### src/rtl/vi_burst_ctrl.sv
// VI marker-pulse burst sequencer: divides clk into the o320 strobe, gates it into oVI
// with one blank slot per group, and runs counted or continuous bursts with graceful stop.
module vi_burst_ctrl #(
  parameter int DIV      = 4,
  parameter int SLOTS    = 40,
  parameter int GAP_SLOT = 39
) (
  input  logic       clk,
  input  logic       rst,
  input  logic       iStart,
  input  logic       iStop,
  input  logic [7:0] iGroups,
  output logic       o320,
  output logic       oVI,
  output logic [5:0] oSlot,
  output logic       oGroupEnd,
  output logic       oBusy,
  output logic       oDone
);

  localparam int              DW        = (DIV > 1) ? $clog2(DIV) : 1;
  localparam logic [DW-1:0]   DIV_LAST  = DW'(DIV - 1);
  localparam logic [5:0]      SLOT_LAST = 6'(SLOTS - 1);
  localparam logic [5:0]      GAP_IDX   = 6'(GAP_SLOT);

  typedef enum logic [1:0] {IDLE, RUN, DRAIN, DONE} state_t;

  state_t          r_state, w_stateNext;
  logic [DW-1:0]   r_divCnt, w_divNext;
  logic            r_phase, w_phaseNext;
  logic [5:0]      r_slot, w_slotNext;
  logic [7:0]      r_grpCnt, w_grpCntNext;
  logic [7:0]      r_grpLim, w_grpLimNext;
  logic            w_busy, w_halfEnd, w_grpEnd, w_lastGrp, w_busyNext;

  always_ff @(posedge clk or posedge rst) begin
    if (rst) begin
      r_state  <= IDLE;
      r_divCnt <= '0;
      r_phase  <= 1'b0;
      r_slot   <= '0;
      r_grpCnt <= '0;
      r_grpLim <= '0;
    end else begin
      r_state  <= w_stateNext;
      r_divCnt <= w_divNext;
      r_phase  <= w_phaseNext;
      r_slot   <= w_slotNext;
      r_grpCnt <= w_grpCntNext;
      r_grpLim <= w_grpLimNext;
    end
  end

  always_comb begin
    w_stateNext  = r_state;
    w_divNext    = r_divCnt;
    w_phaseNext  = r_phase;
    w_slotNext   = r_slot;
    w_grpCntNext = r_grpCnt;
    w_grpLimNext = r_grpLim;
    w_busy    = (r_state == RUN) || (r_state == DRAIN);
    w_halfEnd = w_busy && (r_divCnt == DIV_LAST);
    w_grpEnd  = w_halfEnd && !r_phase && (r_slot == SLOT_LAST);
    w_lastGrp = (r_grpLim != 8'd0) && (({1'b0, r_grpCnt} + 9'd1) == {1'b0, r_grpLim});
    case (r_state)
      IDLE: begin
        if (iStart && !iStop) begin
          w_stateNext  = RUN;
          w_grpLimNext = iGroups;
          w_divNext    = '0;
          w_phaseNext  = 1'b1;
          w_slotNext   = '0;
          w_grpCntNext = '0;
        end
      end
      RUN, DRAIN: begin
        // A slot is one high half followed by one low half; it advances as the low half ends.
        if (w_halfEnd) begin
          w_divNext   = '0;
          w_phaseNext = ~r_phase;
          if (!r_phase) w_slotNext = (r_slot == SLOT_LAST) ? 6'd0 : r_slot + 6'd1;
        end else begin
          w_divNext = r_divCnt + DW'(1);
        end
        if (w_grpEnd && (r_grpCnt != 8'hFF)) w_grpCntNext = r_grpCnt + 8'd1;
        if (w_grpEnd && ((r_state == DRAIN) || iStop || w_lastGrp)) w_stateNext = DONE;
        else if ((r_state == RUN) && iStop) w_stateNext = DRAIN;
      end
      DONE:    w_stateNext = IDLE;
      default: w_stateNext = IDLE;
    endcase
    w_busyNext = (w_stateNext == RUN) || (w_stateNext == DRAIN);
  end

  // Outputs are decoded from next-state values so that every port is a flop.
  always_ff @(posedge clk or posedge rst) begin
    if (rst) begin
      o320      <= 1'b0;
      oVI       <= 1'b0;
      oSlot     <= '0;
      oGroupEnd <= 1'b0;
      oBusy     <= 1'b0;
      oDone     <= 1'b0;
    end else begin
      o320      <= w_busyNext && w_phaseNext;
      oVI       <= w_busyNext && w_phaseNext && (w_slotNext != GAP_IDX);
      oSlot     <= w_busyNext ? w_slotNext : 6'd0;
      oGroupEnd <= w_busyNext && !w_phaseNext && (w_divNext == DIV_LAST) && (w_slotNext == SLOT_LAST);
      oBusy     <= w_busyNext;
      oDone     <= (w_stateNext == DONE);
    end
  end

endmodule

### config.mk
export PLATFORM = sky130hd
export DESIGN_NAME = vi_burst_ctrl
export DESIGN_NICKNAME = d
export VERILOG_FILES = /design/src/rtl/vi_burst_ctrl.sv
export SDC_FILE = /design/constraint.sdc
export NUM_CORES = 1
export LEC_CHECK = 0
export CORE_ASPECT_RATIO = 1.25
export CORE_UTILIZATION = 45
export CTS_CLUSTER_SIZE = 40
export DETAILED_ROUTE_END_ITERATION = 16
export GPL_ROUTABILITY_DRIVEN = 0
export GPL_TIMING_DRIVEN = 0
export PLACE_DENSITY = 0.66
export SLEW_MARGIN = 20
export SYNTH_ARGS = -nofsm -noshare
export SYNTH_HDL_FRONTEND = slang
export SYNTH_SLANG_ARGS = --single-unit
### constraint.sdc
create_clock -name clk -period 3.55 [get_ports clk]
set_input_delay 0.71 -clock clk [delete_from_list [all_inputs] [get_ports clk]]
set_output_delay 0.71 -clock clk [all_outputs]
set_load 0.03 [all_outputs]
Word level (Yosys, flattened, before mapping)
Index checks and enable logic that the tools add are counted.

word-level totals
  flip-flop bits (word level) = 38
  input bits = 12
  word-level logic and storage cells = 77

cells by class
  $add $sub $neg = 4
  equal/unequal tests = 15
  mux-type cells = 19
  bitwise logic cells = 1
  reductions and logical operators = 26

operator list
  operator                                                                number
  6-bit two-way mux                                                       5
  8-bit two-way mux                                                       2
  8-bit case mux with 2 select lines                                      1
  1-bit logical AND                                                       13
  2-bit equality test (second input constant)                             6
  6-bit equality test (second input constant)                             2
  6-bit case mux with 2 select lines                                      1
  2-bit two-way mux                                                       5
  8-bit by 1-bit adder with 9-bit output (second input constant)          1
  9-bit by 8-bit equality test with 1-bit output                          1
  8-bit by 1-bit adder with 8-bit output (second input constant)          1
  8-bit != test (second input constant)                                   1
  8-bit nonzero test                                                      1
  6-bit by 1-bit adder with 6-bit output (second input constant)          1
  6-bit != test (second input constant)                                   1
  2-bit case mux with 3 select lines                                      1
  2-bit by 1-bit equality test with 1-bit output (second input constant)  2
  1-bit logical OR                                                        4
  2-bit != test (second input constant)                                   2
  2-bit case mux with 2 select lines                                      1
  1-bit zero test                                                         3
  3-bit AND reduction                                                     1
  2-bit by 1-bit adder with 2-bit output (second input constant)          1
  2-bit zero test                                                         1
  6 further kinds                                                         7

Logic depth before layout (Yosys ltp)
  depth after elaboration = 13
  gate-level depth with buffers = 11
  depth with buffers taken out = 10

Worst setup path before layout
Ideal clock, no wire load.

  path kind = register to register
  start = reg r_grpCnt[0]
  end = reg oGroupEnd
  library setup time = 120 ps
  arrival time = 2492 ps
  data required time = 3430 ps
  slack = 938 ps
  cell stages (with the launch flop) = 12
  buffers on the path = 1
  period minus slack after synthesis = 2612 ps
  path through = dfrtp_1 > ha_1 > buf_4 > xor2_1 > o211ai_1 > a21oi_1 > nor4_1 > a31oi_1 > a211oi_1 > ha_1 > and2_1 > and4_1

on the way
  word-level cells in the longest chain between the ends = 12
  elaborated cells between the ends (all ways) = 13
  those cells by class = add/sub: 1; eq/ne: 3; mux: 2; reduce/logical: 7

RTL lines
  what                                                                                          line  source
  start, declared                                                                               32    logic [7:0] r_grpCnt, w_grpCntNext;
  start signal, assigned                                                                        49    r_grpCnt <= w_grpCntNext;
  8-bit by 1-bit adder with 9-bit output *                                                      64    w_lastGrp = (r_grpLim != 8'd0) && (({1'b0, r_grpCnt} + 9'd1) == {1'b0, r_grpLim});
  9-bit by 8-bit equality test with 1-bit output *                                              64
  1-bit logical AND *                                                                           64
  1-bit logical OR *                                                                            86    if (w_grpEnd && ((r_state == DRAIN) || iStop || w_lastGrp)) w_stateNext = DONE;
  1-bit logical AND *                                                                           86
  2-bit two-way mux *                                                                           86
  2-bit case mux with 3 select lines *                                                          65    case (r_state)
  net w_stateNext[1]                                                                            28    state_t r_state, w_stateNext;
  2-bit by 1-bit equality test with 1-bit output / 2-bit equality test (equally long branches)  92    w_busyNext = (w_stateNext == RUN) || (w_stateNext == DRAIN);
  1-bit logical OR *                                                                            92
  net w_busyNext                                                                                34    logic w_busy, w_halfEnd, w_grpEnd, w_lastGrp, w_busyNext;
  1-bit logical AND * (3 in a row)                                                              108   oGroupEnd <= w_busyNext && !w_phaseNext && (w_divNext == DIV_LAST) && (w_slotNext == SLOT_LAST);
  end signal, assigned                                                                          108
  end, declared                                                                                 16    output logic oGroupEnd,

The timed path passes the listed nets; every way through them passes the cells marked *.
A chain may end at the register's enable or synchronous reset.

Worst setup path in the final report
Same ends and word-level chain as after synthesis.

==> reports/metrics.cfg <==
[logic_synthesis]
syn_nets = 250
async_flop_share_pct = 100
synthFlopType = dfrtp_1
synthTopCellsByArea = dfrtp_1 43%, nand2_1 6.6%, ha_1 5.1%
synth_area_leader_cell = dfrtp_1
synth-seq-cells = 38
yosysTopAreaCellShare_pct = 43.2
seq_area_frac_synth_pct = 43.2
avgSynthCellArea_um2 = 9.62
syn-cell-area_mm2 = 0.00220
netlist_instances = 229
yosys_warnings = 0
synth-edff-count = 0
synth.distinct_cells = 64

[drt]
ant_nets = 0
drt_iter0_markers = 110
first_pass_iters = 4
wl_per_cell_um = 14.9
drc = 0
via_per_inst = 5.50
wirelength_um = 4760
vias = 1759

[floorplanning]
die_w_um = 64.6
fp.dieArea_mm2 = 0.00518
die_h_um = 80.2
num_rows = 28
core_mm2 = 0.00473
ioPinCount = 23
start_util_pct = 46.6

[sta]
skew_ps = 6.83
hold_slack_ps = 520
hold_viol_final = 0
finalCritPeriodShare_pct = 88.3
fin_crit_ps = 3130
slew_headroom_pct = 68.7
finalSetupViolCount = 0
drv_slew = 0
tns_ps = 0
max_freq_mhz = 319
rsz0062_at_grt = false
layout_setup_ws_ps = 416
worstMarginPinSlew_ps = 468

[final_layout]
final_cell_mix = 39 x nand2_1, 38 x dfrtp_1, 22 x clkdlybuf4s50_1
multi_input_area_mm2 = 0.00114
fill_cells = 433
fin_nets = 280
drive_gt1_share_pct = 12.3
n_antenna_cell = 0
area_delta_synth_final_pct = 21.1
seqCellArea_um2 = 951
final_common_cell = nand2_1

[setup_path]
worstSetupEndpointType = flop
critPathMaxFanout = 8
crit_path_cell_trace = ha_1 > xor2_1 > a211oi_2 > o41ai_1 > nor4_1 > a31oi_1 > a211oi_1 > ha_1 > and2_1 > and4_1
cp_top_family = compound AO/OA/AOI/OAI gates
path_class = reg -> reg
cp_common_cell = ha_1
slowest_stage = dfrtp_1
max_stage_delay_ps = 470
crit_required_ps = 3730
arrival_ps = 3310
critPathLaunchType = flop
worst-path-buf-inv = 0

[clock_tree]
cts_tree = built
clock_tree.root_cell = clkbuf_8
cts_hold_buf = 0
numCtsBuffers = 5
post_cts_buffers = 0
cts.sinks = 38
clk_pin_slew_ps = 70
ctsResizeCount = 0
clkLatencyLatePin_ps = 290
cts_htree_levels = 2
clockBufferDepth = 2

[placement]
portBuffers = 22
dp_slack_ps = 418
hpwl_um = 3520

[power]
p_int_w = 0.00114
switching_share_pct = 37.4
comb_power_share_pct = 38.5
p_leak_nw = 1.19
switching_power_w = 0.000679
seqPwrFrac_pct = 36.6
p_total_w = 0.00182
pwr-share-clk_pct = 24.9
p_per_area_mw_per_mm2 = 682
irDropWorstVdd_uv = 419

[global_route]
gr-total-overflow = 0
grt_pass1_vias = 1713
grt_max_degree = 21
antenna_found_initial = 0
grt_usage_pct = 20.4
grt_pass1_wl_um = 8020

[job]
cap_violations = 0

[run_status]
run_status = complete, no violations

[hold_path]
hold_class = reg -> reg

[final timing paths]
path                                     to  slack, ps   startpoint  cells past startpoint
worst min-delay path            r_divCnt[0]        520  r_divCnt[0]                      1
min in group asynchronous        r_state[1]        740          rst                      2
worst max-delay path              oGroupEnd        420  r_grpCnt[0]                     10
max in group asynchronous       r_divCnt[0]       2350          rst                      3
worst min register to register  r_divCnt[0]        520  r_divCnt[0]                      1
worst max register to register    oGroupEnd        420  r_grpCnt[0]                     10
[metrics by stage]
| stage | area (um2) | util [%] | std cells |
|---|---|---|---|
| after global routing | 2670 | 56.4 | 320 |
| final | 2670 | 56.4 | 320 |
| after CTS | 2670 | 56.4 | 320 |
| after floorplan | 2200 | - | 229 |
| after detailed placement | 2520 | 53.4 | 312 |
| after global placement | 2500 | 52.8 | 311 |
[flip-flops by register name, summed over array words and instances, names as in the netlist]
name,count
o320,1
oBusy,1
oDone,1
oGroupEnd,1
oSlot,6
oVI,1
r_divCnt,2
r_grpCnt,8
r_grpLim,8
r_phase,1
r_slot,6
r_state,2
[power by group through the flow]
stage	Clock, W	Combinational, W	Sequential [W]
detailed placement	0	0.000701	0.000673
global route	0.000480	0.000780	0.000682
CTS	0.000468	0.000706	0.000665
finish	0.000452	0.000701	0.000666
global placement	0	0.000686	0.000668
floorplan	0	0.000489	0.000670
[layer usage]
layer	global-route usage (%)	routed length [um]
met1	23.6	2030
met2	35.7	2490
met3	4.40	132
met4	8.89	107
met5	0	0
[cell type report]
| cell class | instances | share of cell area, % |
|---|---|---|
| tap | 60 | 2.81 |
| timing repair buffer | 23 | 9.29 |
| inverter | 11 | 1.55 |
| clock buffer | 6 | 3.10 |
| buffer | 9 | 2.77 |
| clock inverter | 2 | 2.25 |
| multi-input combinational | 171 | 42.6 |
| sequential | 38 | 35.6 |
[Yosys cell counts (5+ instances only)]
master    instances
dfrtp_1          38
nand2_1          39
a21oi_1           6
nand3_1           5
nor2_1            6
inv_1            10
o31ai_1           5
and2_1            7
o21ai_0          12
nand2b_1          5
ha_1              9
[worst reg2reg max path, stage by stage, from the launching register on]
cell and delay (ps):
dfrtp_1 470, ha_1 390, xor2_1 170, a211oi_2 220
o41ai_1 110, nor4_1 400, a31oi_1 150, a211oi_1 370
ha_1 390, and2_1 190, and4_1 170
[cells by family (layout without fill, tap and decap cells)]
kind of cell | Yosys count | in the layout | share of synthesized area, %
DFF | 38 | 38 | 43.2
buffers and inverters | 20 | 51 | 5.23
xor gates and xnor gates | 7 | 7 | 2.78
and+or+nand+nor | 99 | 99 | 25.6
adders and majority gates | 9 | 9 | 5.11
muxes | 1 | 1 | 0.455
AOI/OAI and AO/OA | 55 | 55 | 17.6
No activity file was read; power rests on OpenSTA's default activity.
